$ cat config.mk
export PLATFORM = sky130hd
export DESIGN_NAME = logic_unit_pipe_flat
export DESIGN_NICKNAME = d
export VERILOG_FILES = /design/src/rtl/logic_unit_pkg.sv /design/src/rtl/logic_unit_pipe_if.sv /design/src/rtl/logic_unit_pipe_popcount_chunk.sv /design/src/rtl/logic_unit_pipe.sv /design/src/flat_wrapper.sv
export SDC_FILE = /design/constraint.sdc
export NUM_CORES = 1
export LEC_CHECK = 0
export CAP_MARGIN = 20
export CELL_PAD_IN_SITES_DETAIL_PLACEMENT = 1
export CELL_PAD_IN_SITES_GLOBAL_PLACEMENT = 2
export CORE_MARGIN = 10
export CORE_UTILIZATION = 24
export DETAILED_ROUTE_END_ITERATION = 7
export PLACE_DENSITY_LB_ADDON = 0.1
export SKIP_CTS_REPAIR_TIMING = 1
export SLEW_MARGIN = 20
export SYNTH_ARGS = -nofsm -noshare
export SYNTH_HDL_FRONTEND = slang
export SYNTH_SLANG_ARGS = --single-unit
$ cat constraint.sdc
create_clock -name clk -period 6.9 [get_ports clk]
set_input_delay 1.38 -clock clk [delete_from_list [all_inputs] [get_ports clk]]
set_output_delay 1.38 -clock clk [all_outputs]
set_load 0.01 [all_outputs]
$ cat src/rtl/logic_unit_pkg.sv
// Shared definitions for the logic unit: opcode encodings and FSM states.
// The ALU decode stage and the pipelined logic unit both use these.
package logic_unit_pkg;

  typedef logic [2:0] opcode_t;

  localparam opcode_t OP_AND    = 3'b000;
  localparam opcode_t OP_OR     = 3'b001;
  localparam opcode_t OP_XOR    = 3'b010;
  localparam opcode_t OP_NOR    = 3'b011;
  localparam opcode_t OP_NAND   = 3'b100;
  localparam opcode_t OP_XNOR   = 3'b101;
  localparam opcode_t OP_ANDN   = 3'b110;
  localparam opcode_t OP_POPCNT = 3'b111;

  typedef enum logic {
    ST_IDLE  = 1'b0,
    ST_COUNT = 1'b1
  } state_t;

endpackage

$ cat src/rtl/logic_unit_pipe_if.sv
// Handshake bundle for the logic unit: operand side (in_*) and result side
// (out_*). The master drives operands and consumes results; the slave is
// the logic unit itself.
interface logic_unit_pipe_if
  import logic_unit_pkg::*;
#(
  parameter int N = 32
);

  logic          in_valid;
  logic          in_ready;
  logic [N-1:0]  a;
  logic [N-1:0]  b;
  opcode_t       opcode;
  logic          out_valid;
  logic          out_ready;
  logic [N-1:0]  out;
  logic          zero;
  logic          parity;
  logic          busy;

  modport master (
    output in_valid, a, b, opcode, out_ready,
    input  in_ready, out_valid, out, zero, parity, busy
  );

  modport slave (
    input  in_valid, a, b, opcode, out_ready,
    output in_ready, out_valid, out, zero, parity, busy
  );

endinterface

$ cat src/rtl/logic_unit_pipe_popcount_chunk.sv
// Combinational ones-count of one CHUNK-bit slice; the POPCNT loop in the
// logic unit consumes one slice per cycle through this block.
module popcount_chunk
  import logic_unit_pkg::*;
#(
  parameter int CHUNK = 8,
  localparam int CW   = $clog2(CHUNK + 1)
) (
  input  logic [CHUNK-1:0] slice_i,
  output logic [CW-1:0]    ones_o
);

  // Sum every bit of the slice into a count wide enough for all-ones.
  always_comb begin
    ones_o = '0;
    for (int i = 0; i < CHUNK; i++) begin
      ones_o = ones_o + CW'(slice_i[i]);
    end
  end

endmodule

$ cat src/rtl/logic_unit_pipe.sv
// Registered, handshaked logic unit. Logic ops finish in one cycle; POPCNT
// walks the operand CHUNK bits per cycle and reports after N/CHUNK cycles.
module logic_unit_pipe
  import logic_unit_pkg::*;
#(
  parameter int N     = 32,
  parameter int CHUNK = 8
) (
  input logic               clk,
  input logic               rst,
  logic_unit_pipe_if.slave  bus
);

  localparam int NCHUNK = N / CHUNK;
  localparam int ACCW   = $clog2(N + 1);
  localparam int CW     = $clog2(CHUNK + 1);
  localparam int CNTW   = (NCHUNK > 1) ? $clog2(NCHUNK) : 1;

  state_t            state_q;
  logic [N-1:0]      out_q;
  logic [N-1:0]      shift_q;
  logic [N-1:0]      result_d;
  logic [ACCW-1:0]   acc_q;
  logic [ACCW-1:0]   acc_d;
  logic [CNTW-1:0]   cnt_q;
  logic [CW-1:0]     chunkOnes;
  logic              outValid_q;
  logic              zero_q;
  logic              parity_q;
  logic              busy_q;
  logic              inReady;
  logic              accept;

  popcount_chunk #(.CHUNK(CHUNK)) uChunk (
    .slice_i (shift_q[CHUNK-1:0]),
    .ones_o  (chunkOnes)
  );

  assign inReady = (state_q == ST_IDLE) && (!outValid_q || bus.out_ready);
  assign accept  = bus.in_valid && inReady;
  assign acc_d   = acc_q + ACCW'(chunkOnes);

  // Single-cycle logic result for the opcode currently on the bus.
  always_comb begin
    result_d = '0;
    case (bus.opcode)
      OP_AND:  result_d = bus.a & bus.b;
      OP_OR:   result_d = bus.a | bus.b;
      OP_XOR:  result_d = bus.a ^ bus.b;
      OP_NOR:  result_d = ~(bus.a | bus.b);
      OP_NAND: result_d = ~(bus.a & bus.b);
      OP_XNOR: result_d = ~(bus.a ^ bus.b);
      OP_ANDN: result_d = bus.a & ~bus.b;
      default: result_d = '0;
    endcase
  end

  // FSM, result register and POPCNT datapath; a retiring result frees the
  // output register in the same cycle a new operation is accepted.
  always_ff @(posedge clk) begin
    if (rst) begin
      state_q    <= ST_IDLE;
      out_q      <= '0;
      outValid_q <= 1'b0;
      zero_q     <= 1'b0;
      parity_q   <= 1'b0;
      busy_q     <= 1'b0;
      acc_q      <= '0;
      shift_q    <= '0;
      cnt_q      <= '0;
    end else begin
      case (state_q)
        ST_IDLE: begin
          if (accept) begin
            if (bus.opcode == OP_POPCNT) begin
              state_q    <= ST_COUNT;
              busy_q     <= 1'b1;
              shift_q    <= bus.a;
              acc_q      <= '0;
              cnt_q      <= CNTW'(NCHUNK - 1);
              outValid_q <= 1'b0;
            end else begin
              out_q      <= result_d;
              zero_q     <= (result_d == '0);
              parity_q   <= ^result_d;
              outValid_q <= 1'b1;
            end
          end else if (bus.out_ready) begin
            outValid_q <= 1'b0;
          end
        end
        ST_COUNT: begin
          acc_q   <= acc_d;
          shift_q <= shift_q >> CHUNK;
          cnt_q   <= cnt_q - CNTW'(1);
          if (cnt_q == '0) begin
            state_q    <= ST_IDLE;
            busy_q     <= 1'b0;
            out_q      <= N'(acc_d);
            zero_q     <= (acc_d == '0);
            parity_q   <= ^acc_d;
            outValid_q <= 1'b1;
          end
        end
      endcase
    end
  end

  assign bus.in_ready  = inReady;
  assign bus.out_valid = outValid_q;
  assign bus.out       = out_q;
  assign bus.zero      = zero_q && outValid_q;
  assign bus.parity    = parity_q && outValid_q;
  assign bus.busy      = busy_q;

endmodule

$ cat src/flat_wrapper.sv
// flat-port wrapper written by rule: the top's interface ports become plain ports
module logic_unit_pipe_flat import logic_unit_pkg::*;
#(
  parameter int N     = 32,
  parameter int CHUNK = 8
)
  (clk, rst, bus_in_valid, bus_a, bus_b, bus_opcode, bus_out_ready, bus_in_ready, bus_out_valid, bus_out, bus_zero, bus_parity, bus_busy);
  logic_unit_pipe_if #(.N(N)) bus_i ();
  input logic clk;
  input logic rst;
  input wire logic [$bits(bus_i.in_valid)-1:0] bus_in_valid;
  input wire logic [$bits(bus_i.a)-1:0] bus_a;
  input wire logic [$bits(bus_i.b)-1:0] bus_b;
  input wire logic [$bits(bus_i.opcode)-1:0] bus_opcode;
  input wire logic [$bits(bus_i.out_ready)-1:0] bus_out_ready;
  output wire logic [$bits(bus_i.in_ready)-1:0] bus_in_ready;
  output wire logic [$bits(bus_i.out_valid)-1:0] bus_out_valid;
  output wire logic [$bits(bus_i.out)-1:0] bus_out;
  output wire logic [$bits(bus_i.zero)-1:0] bus_zero;
  output wire logic [$bits(bus_i.parity)-1:0] bus_parity;
  output wire logic [$bits(bus_i.busy)-1:0] bus_busy;
  assign bus_i.in_valid = bus_in_valid;
  assign bus_i.a = bus_a;
  assign bus_i.b = bus_b;
  assign bus_i.opcode = bus_opcode;
  assign bus_i.out_ready = bus_out_ready;
  assign bus_in_ready = bus_i.in_ready;
  assign bus_out_valid = bus_i.out_valid;
  assign bus_out = bus_i.out;
  assign bus_zero = bus_i.zero;
  assign bus_parity = bus_i.parity;
  assign bus_busy = bus_i.busy;
  logic_unit_pipe #(.N(N), .CHUNK(CHUNK)) u_core (.clk(clk), .rst(rst), .bus(bus_i));
endmodule
-- Word-level counts from Yosys, hierarchy flattened
Cells that the tools add are included.
- register bits after elaboration: 77
- latch bits: 0
- memory bits (writable): 0
- ROM bits: 0
- input port bits: 71
- output and inout port bits: 37
- logic and storage cells: 90
- memories: 0
- add/subtract/negate cells: 9
- $mul: 0
- divide/modulo/power cells: 0
- $lt $le $gt $ge: 0
- equality and inequality tests: 12
- shift-type cells: 0
- multiplexer cells: 35
- bitwise operators: 9
- reductions and logical operators: 16
- operators with widths (cell ; number):
    one-hot mux 32 bit (7 select lines) ; 1
    2-to-1 mux 32 bit ; 5
    NOT 32 bit ; 4
    one-hot mux 32 bit (2 select lines) ; 2
    bitwise AND 32 bit ; 2
    logical NOT 32 bit ; 1
    OR 32 bit ; 1
    XOR reduction 32 bit ; 1
    bitwise XOR 32 bit ; 1
    adder 4 x 1 -> 4 bit ; 4
    2-to-1 mux 1 bit ; 16
    equality test 3 bit, second input constant ; 4
    2-to-1 mux 6 bit ; 2
    one-hot mux 6 bit (2 select lines) ; 1
    one-hot mux 1 bit (2 select lines) ; 5
    adder 6 x 4 -> 6 bit ; 1
    equality test 3 x 2 -> 1 bit, second input constant ; 2
    logical NOT 6 bit ; 1
    inequality test 2 bit, second input constant ; 3
    AND reduction 3 bit ; 2
    XOR reduction 6 bit ; 1
    adder 3 x 1 -> 4 bit ; 1
    logical AND 1 bit ; 4
    2-to-1 mux 2 bit ; 2
    13 further kinds ; 14

-- Depth between registers and ports, before layout
Gate-level depths: netlist of the first run.
- depth after elaboration: 11
- gate-level depth with buffers: 14
- depth with buffers taken out: 13

-- By module
Synthesis of the first run repeated with hierarchy kept, for this count alone.
- cells, all modules: 880
- area total of the unflattened synthesis: 7328.3 um^2
- modules (own cells, without submodules) (module ; instances ; cells each ; area each (um^2) ; seq. area each (um^2)):
    logic_unit_pipe ; 1 ; 856 ; 7138.1 ; 1541.5
    popcount_chunk ; 1 ; 24 ; 190.2 ; 0.0

-- Worst setup path after synthesis of the first run
No wires, ideal clock.
- path kind: flip-flop to flip-flop
- start point: reg u_core.acc_q[0]
- end point: reg u_core.parity_q
- setup time: 91 ps
- arrival: 3787 ps
- data required time: 6809 ps
- path slack: 3022 ps
- cell stages (with the launch flop): 12
- buffers on the path: 0
- period minus slack after synthesis: 3878 ps
- path through: dfxtp_1 > fa_1 > inv_1 > fa_1 > fa_1 > fa_1 > fa_1 > ha_1 > xnor2_1 > xnor2_1 > xnor3_1 > a311oi_1
- word-level cells in the longest chain between the ends: 4
- ends and longest elaborated chain (element ; line ; text):
    start: declaration ; logic_unit_pipe.sv:23 ; logic [ACCW-1:0] acc_q;
    start signal: assignment ; logic_unit_pipe.sv:68 ; acc_q <= '0;
    start signal: assignment ; logic_unit_pipe.sv:79 ; acc_q <= '0;
    start signal: assignment ; logic_unit_pipe.sv:93 ; acc_q <= acc_d;
    adder 6 x 4 -> 6 bit ; logic_unit_pipe.sv:41 ; assign acc_d = acc_q + ACCW'(chunkOnes);
    XOR reduction 6 bit ; logic_unit_pipe.sv:101 ; parity_q <= ^acc_d;
    2-to-1 mux 1 bit ; logic_unit_pipe.sv:96 ; if (cnt_q == '0) begin
    one-hot mux 1 bit (2 select lines) ; logic_unit_pipe.sv:72 ; case (state_q)
    end signal: assignment ; logic_unit_pipe.sv:85 ; parity_q <= ^result_d;
    end signal: assignment ; logic_unit_pipe.sv:101 ;
    end: declaration ; logic_unit_pipe.sv:29 ; logic parity_q;
Every way passes these cells. The select of a mux whose other input is x is not followed.
A chain may end at the register's enable or synchronous reset.

-- Final worst setup path of the first run
- start point: in bus_opcode[1]
- end point: reg u_core.parity_q
- word-level cells in the longest chain between the ends: 6
- elaborated cells on any way between the ends: 15
- those cells by class: eq/ne: 8; mux: 4; reduce/logical: 3
- ends and longest elaborated chain (element ; line ; text):
    start: declaration ; flat_wrapper.sv:14 ; input wire logic [$bits(bus_i.opcode)-1:0] bus_opcode;
    equality test 3 bit, or another cell as far along ; logic_unit_pipe.sv:46 ; case (bus.opcode)
    one-hot mux 32 bit (7 select lines) ; logic_unit_pipe.sv:46 ;
    XOR reduction 32 bit ; logic_unit_pipe.sv:85 ;
    2-to-1 mux 1 bit ; logic_unit_pipe.sv:75 ; if (bus.opcode == OP_POPCNT) begin
    2-to-1 mux 1 bit ; logic_unit_pipe.sv:74 ; if (accept) begin
    one-hot mux 1 bit (2 select lines) ; logic_unit_pipe.sv:72 ;
Parallel ways exist; a longest one is shown, timed or not. The select of a mux whose other input is x is not followed.

==> results of run 1 <==
[cell families (layout without fill, tap and decap cells)]
kind of cell	Yosys count	count (layout)	share of synthesized area
AO/OA/AOI/OAI	241	241	0.232
flip-flops	77	77	0.221
XOR/XNOR	49	49	0.0646
multiplexers	12	12	0.0194
buffers and inverters	141	214	0.0877
AND/OR/NAND/NOR	210	210	0.145
adder cells (fa/ha/maj)	125	125	0.230
[layer usage]
metal | part of all wire | GRT usage | vias up
met5 | 0 | 0 | -
met4 | 0.011 | 0.0294 | 0
met3 | 0.033 | 0.0243 | 12
met2 | 0.45 | 0.231 | 96
met1 | 0.51 | 0.199 | 2962
li1 | - | - | 3109
[final cells by class]
type	instances	share of cell area
flip-flops and latches	77	0.180
inverters	82	0.0359
clock buffers	10	0.0278
multi-input cells	637	0.562
clock inverters	6	0.00802
repair buffers	116	0.131
well taps	384	0.0560
[power groups by stage]
stage	sequential, mW	clock (mW)	combinational [mW]
2_1_floorplan	0.494	0	0.333
3_3_place_gp	0.493	0	0.531
3_5_place_dp	0.492	0	0.531
5_1_grt	0.484	0.546	0.583
6_report	0.482	0.514	0.523
4_1_cts	0.482	0.532	0.533
[how the worst max path moves through the flow]
stage	from	endpoint	slack, ps
final	bus_opcode[1]	u_core.parity_q	2210
after global routing	bus_opcode[1]	u_core.parity_q	1840
after CTS	bus_opcode[1]	u_core.parity_q	2210
after detailed placement	bus_opcode[1]	u_core.parity_q	1850
after global placement	bus_opcode[1]	u_core.parity_q	1860
after floorplan	u_core.acc_q[0]	u_core.parity_q	3020
[worst min-delay path, cell delays in order, from the launching register on]
cell and delay, ps:
dfxtp_1 310, nand2_1 50, a21oi_1 50
[state kept, by name, summed over array words and instances (netlist names)]
name	flops
u_core.bus.out	32
u_core.shift_q	32
u_core.acc_q	6
u_core.cnt_q	2
u_core.bus.busy	1
u_core.bus.out_valid	1
u_core.parity_q	1
u_core.state_q	1
u_core.zero_q	1
[placed cells by master, fill, tap and decap left out, types with 3 or more instances in the layout]
cell type / count
nand3_1: 15
a211oi_1: 22
a31oi_1: 4
nand4_1: 4
nor2_1: 64
clkdlybuf4s50_1: 103
a32oi_1: 6
nand2_1: 61
a22oi_1: 28
inv_1: 82
a21oi_1: 86
nand2b_1: 17
a311oi_1: 5
xor2_1: 20
ha_1: 120
dfxtp_1: 76
o221ai_1: 4
o32ai_1: 4
fa_1: 5
buf_2: 3
a221oi_1: 4
mux2i_1: 9
o21ai_1: 3
a2bb2oi_1: 22
buf_4: 10
clkbuf_16: 9
o22ai_1: 21
nor3b_1: 4
nor3_1: 5
o21a_1: 7
xnor2_1: 27
nor2b_1: 27
o21ai_0: 6
[metrics by stage]
stage	area [sq um]	worst slack, ps
floorplan	6970	3020
global placement	8280	1860
detailed placement	8280	1850
CTS	8580	2210
global route	8580	1840
finish	8580	2210
==> impl_results.md, run 1 <==
- Switch share: 0.339
- Slowest CP cell: buf_4
- IO Port Bufs: 107
- Crit path max-delay family: buffers and inverters
- Hold Path End: u_core.bus.out[31]
- Vias per cell: 4.71
- Setup crit end kind: register
- LEAKAGE: 3.56 nW
- GPL Wtd Cong: 0.778
- FMAX: 213 MHz
- Vias in the first global route: 6316
- Synth top area cells: dfxtp_1 (22%), ha_1 (22%), a21oi_1 (6.2%), inv_1 (4.4%), nor2_1 (3.4%)
- Pwr dens: 177 mW/mm^2
- Combinational power share: 0.345
- Cell mode on critical path: xnor2_1
- Int Pwr: 1.00 mW
- Sequential share of power: 0.317
- GRT Util Overall: 0.144
- Worst skew pair latency: 350 ps
- Fillers: 3434
- N_diodes: 0
- TritonCTS clock tree: built
- Post-Synthesis Cells: 855
- FF/Latch Area: 0.00154 sq mm
- Mapped cell area: 0.00697 sq mm
- Worst r2r src: u_core.acc_q[0]
- Setup Skew: 13.4 ps
- Net Count, Synth: 1051
- Post-synth top cells: ha_1 (120), a21oi_1 (87), inv_1 (82)
- CP Cell Sequence: buf_4 > buf_4 > nand2b_1 > o22a_1 > nor2_1 > a221oi_1 > ha_1 > xnor2_1 > xnor2_1 > xnor2_1 > xnor2_1 > a21o_1 > a311oi_1
- Max-cap violations: 0
- Clock-pin slew on the worst setup and hold paths: 60 ps
- IO Pins: 108
- Rows: 62
- Share of synthesized flip-flops with an asynchronous set or reset: 0
- DRT iter0 DRCs: 275
- Final setup vio count: 0
- Post-layout util: 0.299
- EDFF count, synth: 0
- Status: completed
- Clk pwr share: 0.338
- Clk root buf: clkbuf_16
- WHS: 453 ps
- Worst path buffer plus inverter count: 2
- Worst hold stages: 2
- Ys flop type: dfxtp_1
- Dpl hpwl: 20.7 mm
- Yosys warning count: 0
- CTS H-tree lvls: 3
- Final Total Pwr: 1.52 mW
- RR Endpoint: u_core.parity_q
- TritonCTS Buffers: 9
- Worst stage delay on the critical path: 800 ps
- Yosys top cell area share: 0.221
- Reg2Reg Setup Slack: 2690 ps
- RSZ-0062 raised after global routing: no
- Worst Max-Slew Pin Slew: 961 ps
- Share of cells above drive strength 1: 0.0453
- Drt wl/cell: 20.3 um
- DRT Pass-1 Iters: 4
- Min-delay worst type: register to register
- Hold Fails Final Rpt: 0
- DP Cell Count: 1296
- Critical path type: primary input to register
- DRT Wirelength: 26.6 mm
- Final Slew Violations: 0
- Sequential element share of the synthesized area: 0.221
- Die ar.: 0.0363 sq mm
- Worst Path Max Fanout: 88
- Final ANT Viol Nets: 0
- Clock tree buffer depth: 2
- Final net count: 1119
- Global-route wire length before repair: 40.3 mm
- Worst vdd ir: 0.117 mV
- Final period util: 0.679
- CP Depth: 13
- Cell taking the most area after synthesis: dfxtp_1
- Psw: 514 uW
- Distinct cells, synth: 63
- Yosys reg bits: 77
- Finished Layout Cells: 1312
- Die Width: 190 um
- Initial Util: 0.243
- Remaining DRCs: 0
- Placeable Area: 0.0287 sq mm
- WP data required: 7160 ps
- Pin count of the biggest net entering global routing: 89
- Vias: 6179
- Critical path arrival: 4940 ps
- Sink Count: 77
- Tmin final: 4690 ps
- Worst Hold Launch: u_core.bus.out[31]
- Die Y: 190 um
- Worst rel slew slack: 0.359
- Grt ovf: 0
- R2R depth: 11
- Most frequent cell after synthesis: ha_1
- Multi-input gate area: 0.00482 sq mm
- CP Launch Type: primary input
- Syn Area/Cell: 8.16 sq um
- TNS Setup: 0 ps
- Initial antenna violation count: 0
- Syn-to-layout area delta: 23.1%
Power figures use the tool's default switching activity.
==> run 2, diff against run 1 <==
- clock period: 6.9 -> 4.5 ns (I/O delays scaled with it)
==> impl_results.md, run 2 (same netlist as run 1, synthesis figures left out) <==
- Status: completed
- TritonCTS clock tree: built
- Die Width: 190 um
- CTS H-tree lvls: 3
- GPL Wtd Cong: 0.783
- Critical path arrival: 4330 ps
- TNS Setup: 0 ps
- Remaining DRCs: 0
- Worst hold stages: 2
- RSZ-0062 raised after global routing: no
- Share of cells above drive strength 1: 0.0713
- Die Y: 190 um
- Critical path type: register to register
- IO Pins: 108
- Vias in the first global route: 6502
- Worst Max-Slew Pin Slew: 932 ps
- Drt wl/cell: 20.2 um
- Clock-pin slew on the worst setup and hold paths: 70 ps
- Worst skew pair latency: 360 ps
- R2R depth: 11
- Tmin final: 4070 ps
- TritonCTS Buffers: 9
- Vias per cell: 4.68
- Setup Skew: 15.7 ps
- Max-cap violations: 0
- Worst vdd ir: 0.163 mV
- Final period util: 0.904
- Post-layout util: 0.307
- Sink Count: 77
- Pin count of the biggest net entering global routing: 69
- Dpl hpwl: 21.2 mm
- Global-route wire length before repair: 41.3 mm
- WP data required: 4760 ps
- Worst Path Max Fanout: 3
- Vias: 6258
- Hold Fails Final Rpt: 0
- Min-delay worst type: register to register
- Clock tree buffer depth: 2
- DRT iter0 DRCs: 276
- Fillers: 3437
- IO Port Bufs: 107
- Post-Place Setup Slack: 365 ps
- N_diodes: 0
- Initial Util: 0.243
- Pwr dens: 271 mW/mm^2
- Rows: 62
- Final net count: 1145
- CP Launch Type: register
- DRT Pass-1 Iters: 6
- Setup crit end kind: register
- Worst rel slew slack: 0.377
- Final Slew Violations: 0
- Grt ovf: 0
- Initial antenna violation count: 0
- Syn-to-layout area delta: 26.6%
- Reg2Reg Setup Slack: 430 ps
- Most frequent cells in the layout: ha_1 (120), clkdlybuf4s50_1 (103), a21oi_1 (86)
- Clk root buf: clkbuf_16
- DRT Wirelength: 27.0 mm
- GRT Util Overall: 0.148
- Final Total Pwr: 2.39 mW
- Placeable Area: 0.0287 sq mm
- Final WS setup: 430 ps
- LEAKAGE: 3.70 nW
- Final ANT Viol Nets: 0
- Commonest non-fill, non-tap cell in the layout: ha_1
- Die ar.: 0.0363 sq mm
- Finished Layout Cells: 1338
- Final setup vio count: 0
- DP Cell Count: 1322
- FMAX: 246 MHz
run 2: cell types whose count changed in the layout (fill, tap and decap cells not counted), sizes merged:
cell,before,now
clkinv,2,4
clkinvlp,1,0
inv,84,83
buf,13,39
run 2: report_power, final:
| part | internal (mW) | switching (mW) |
|---|---|---|
| clock network | 0.450 | 0.347 |
| logic | 0.402 | 0.450 |
| registers | 0.716 | 0.0229 |
run 2: worst paths after layout:
| kind | from | endpoint |
|---|---|---|
| worst max register to register | u_core.acc_q[0] | u_core.parity_q |
| worst max-delay path | u_core.acc_q[0] | u_core.parity_q |
| worst min register to register | u_core.shift_q[13] | u_core.shift_q[13] |
| worst min-delay path | u_core.shift_q[13] | u_core.shift_q[13] |
run 2: through the flow:
| step | hold slack [ps] | instance area, sq um |
|---|---|---|
| 2_1_floorplan | 436 | 6970 |
| 3_3_place_gp | 443 | 8520 |
| 3_5_place_dp | 451 | 8520 |
| 4_1_cts | 459 | 8830 |
| 5_1_grt | 476 | 8830 |
| 6_report | 459 | 8830 |
run 2: cell type report:
cell class	instances	area (sq um)	share of cell area
sequential	77	1540	0.175
timing repair buffer	142	1350	0.153
multi-input combinational	637	4830	0.547
inverter	82	308	0.0349
clock inverter	6	70.1	0.00794
clock buffer	10	239	0.0271
tap	384	480	0.0544
run 2: worst max-delay path, stage by stage (launching register included):
cell      delay [ps]
dfxtp_1          330
fa_1             530
inv_1             50
fa_1             490
fa_1             420
fa_1             450
fa_1             610
ha_1             250
xnor2_1          200
xnor2_1          150
xnor3_1          240
a311oi_1         250
run 2: layer usage:
| metal | track usage | wire length [um] | vias up | share of wire |
|---|---|---|---|---|
| met5 | 0 | 0 | - | 0 |
| met4 | 0.0288 | 318 | 0 | 0.012 |
| met3 | 0.0230 | 1020 | 15 | 0.038 |
| met2 | 0.239 | 12100 | 118 | 0.45 |
| met1 | 0.205 | 13600 | 2958 | 0.50 |
| li1 | - | - | 3167 | - |
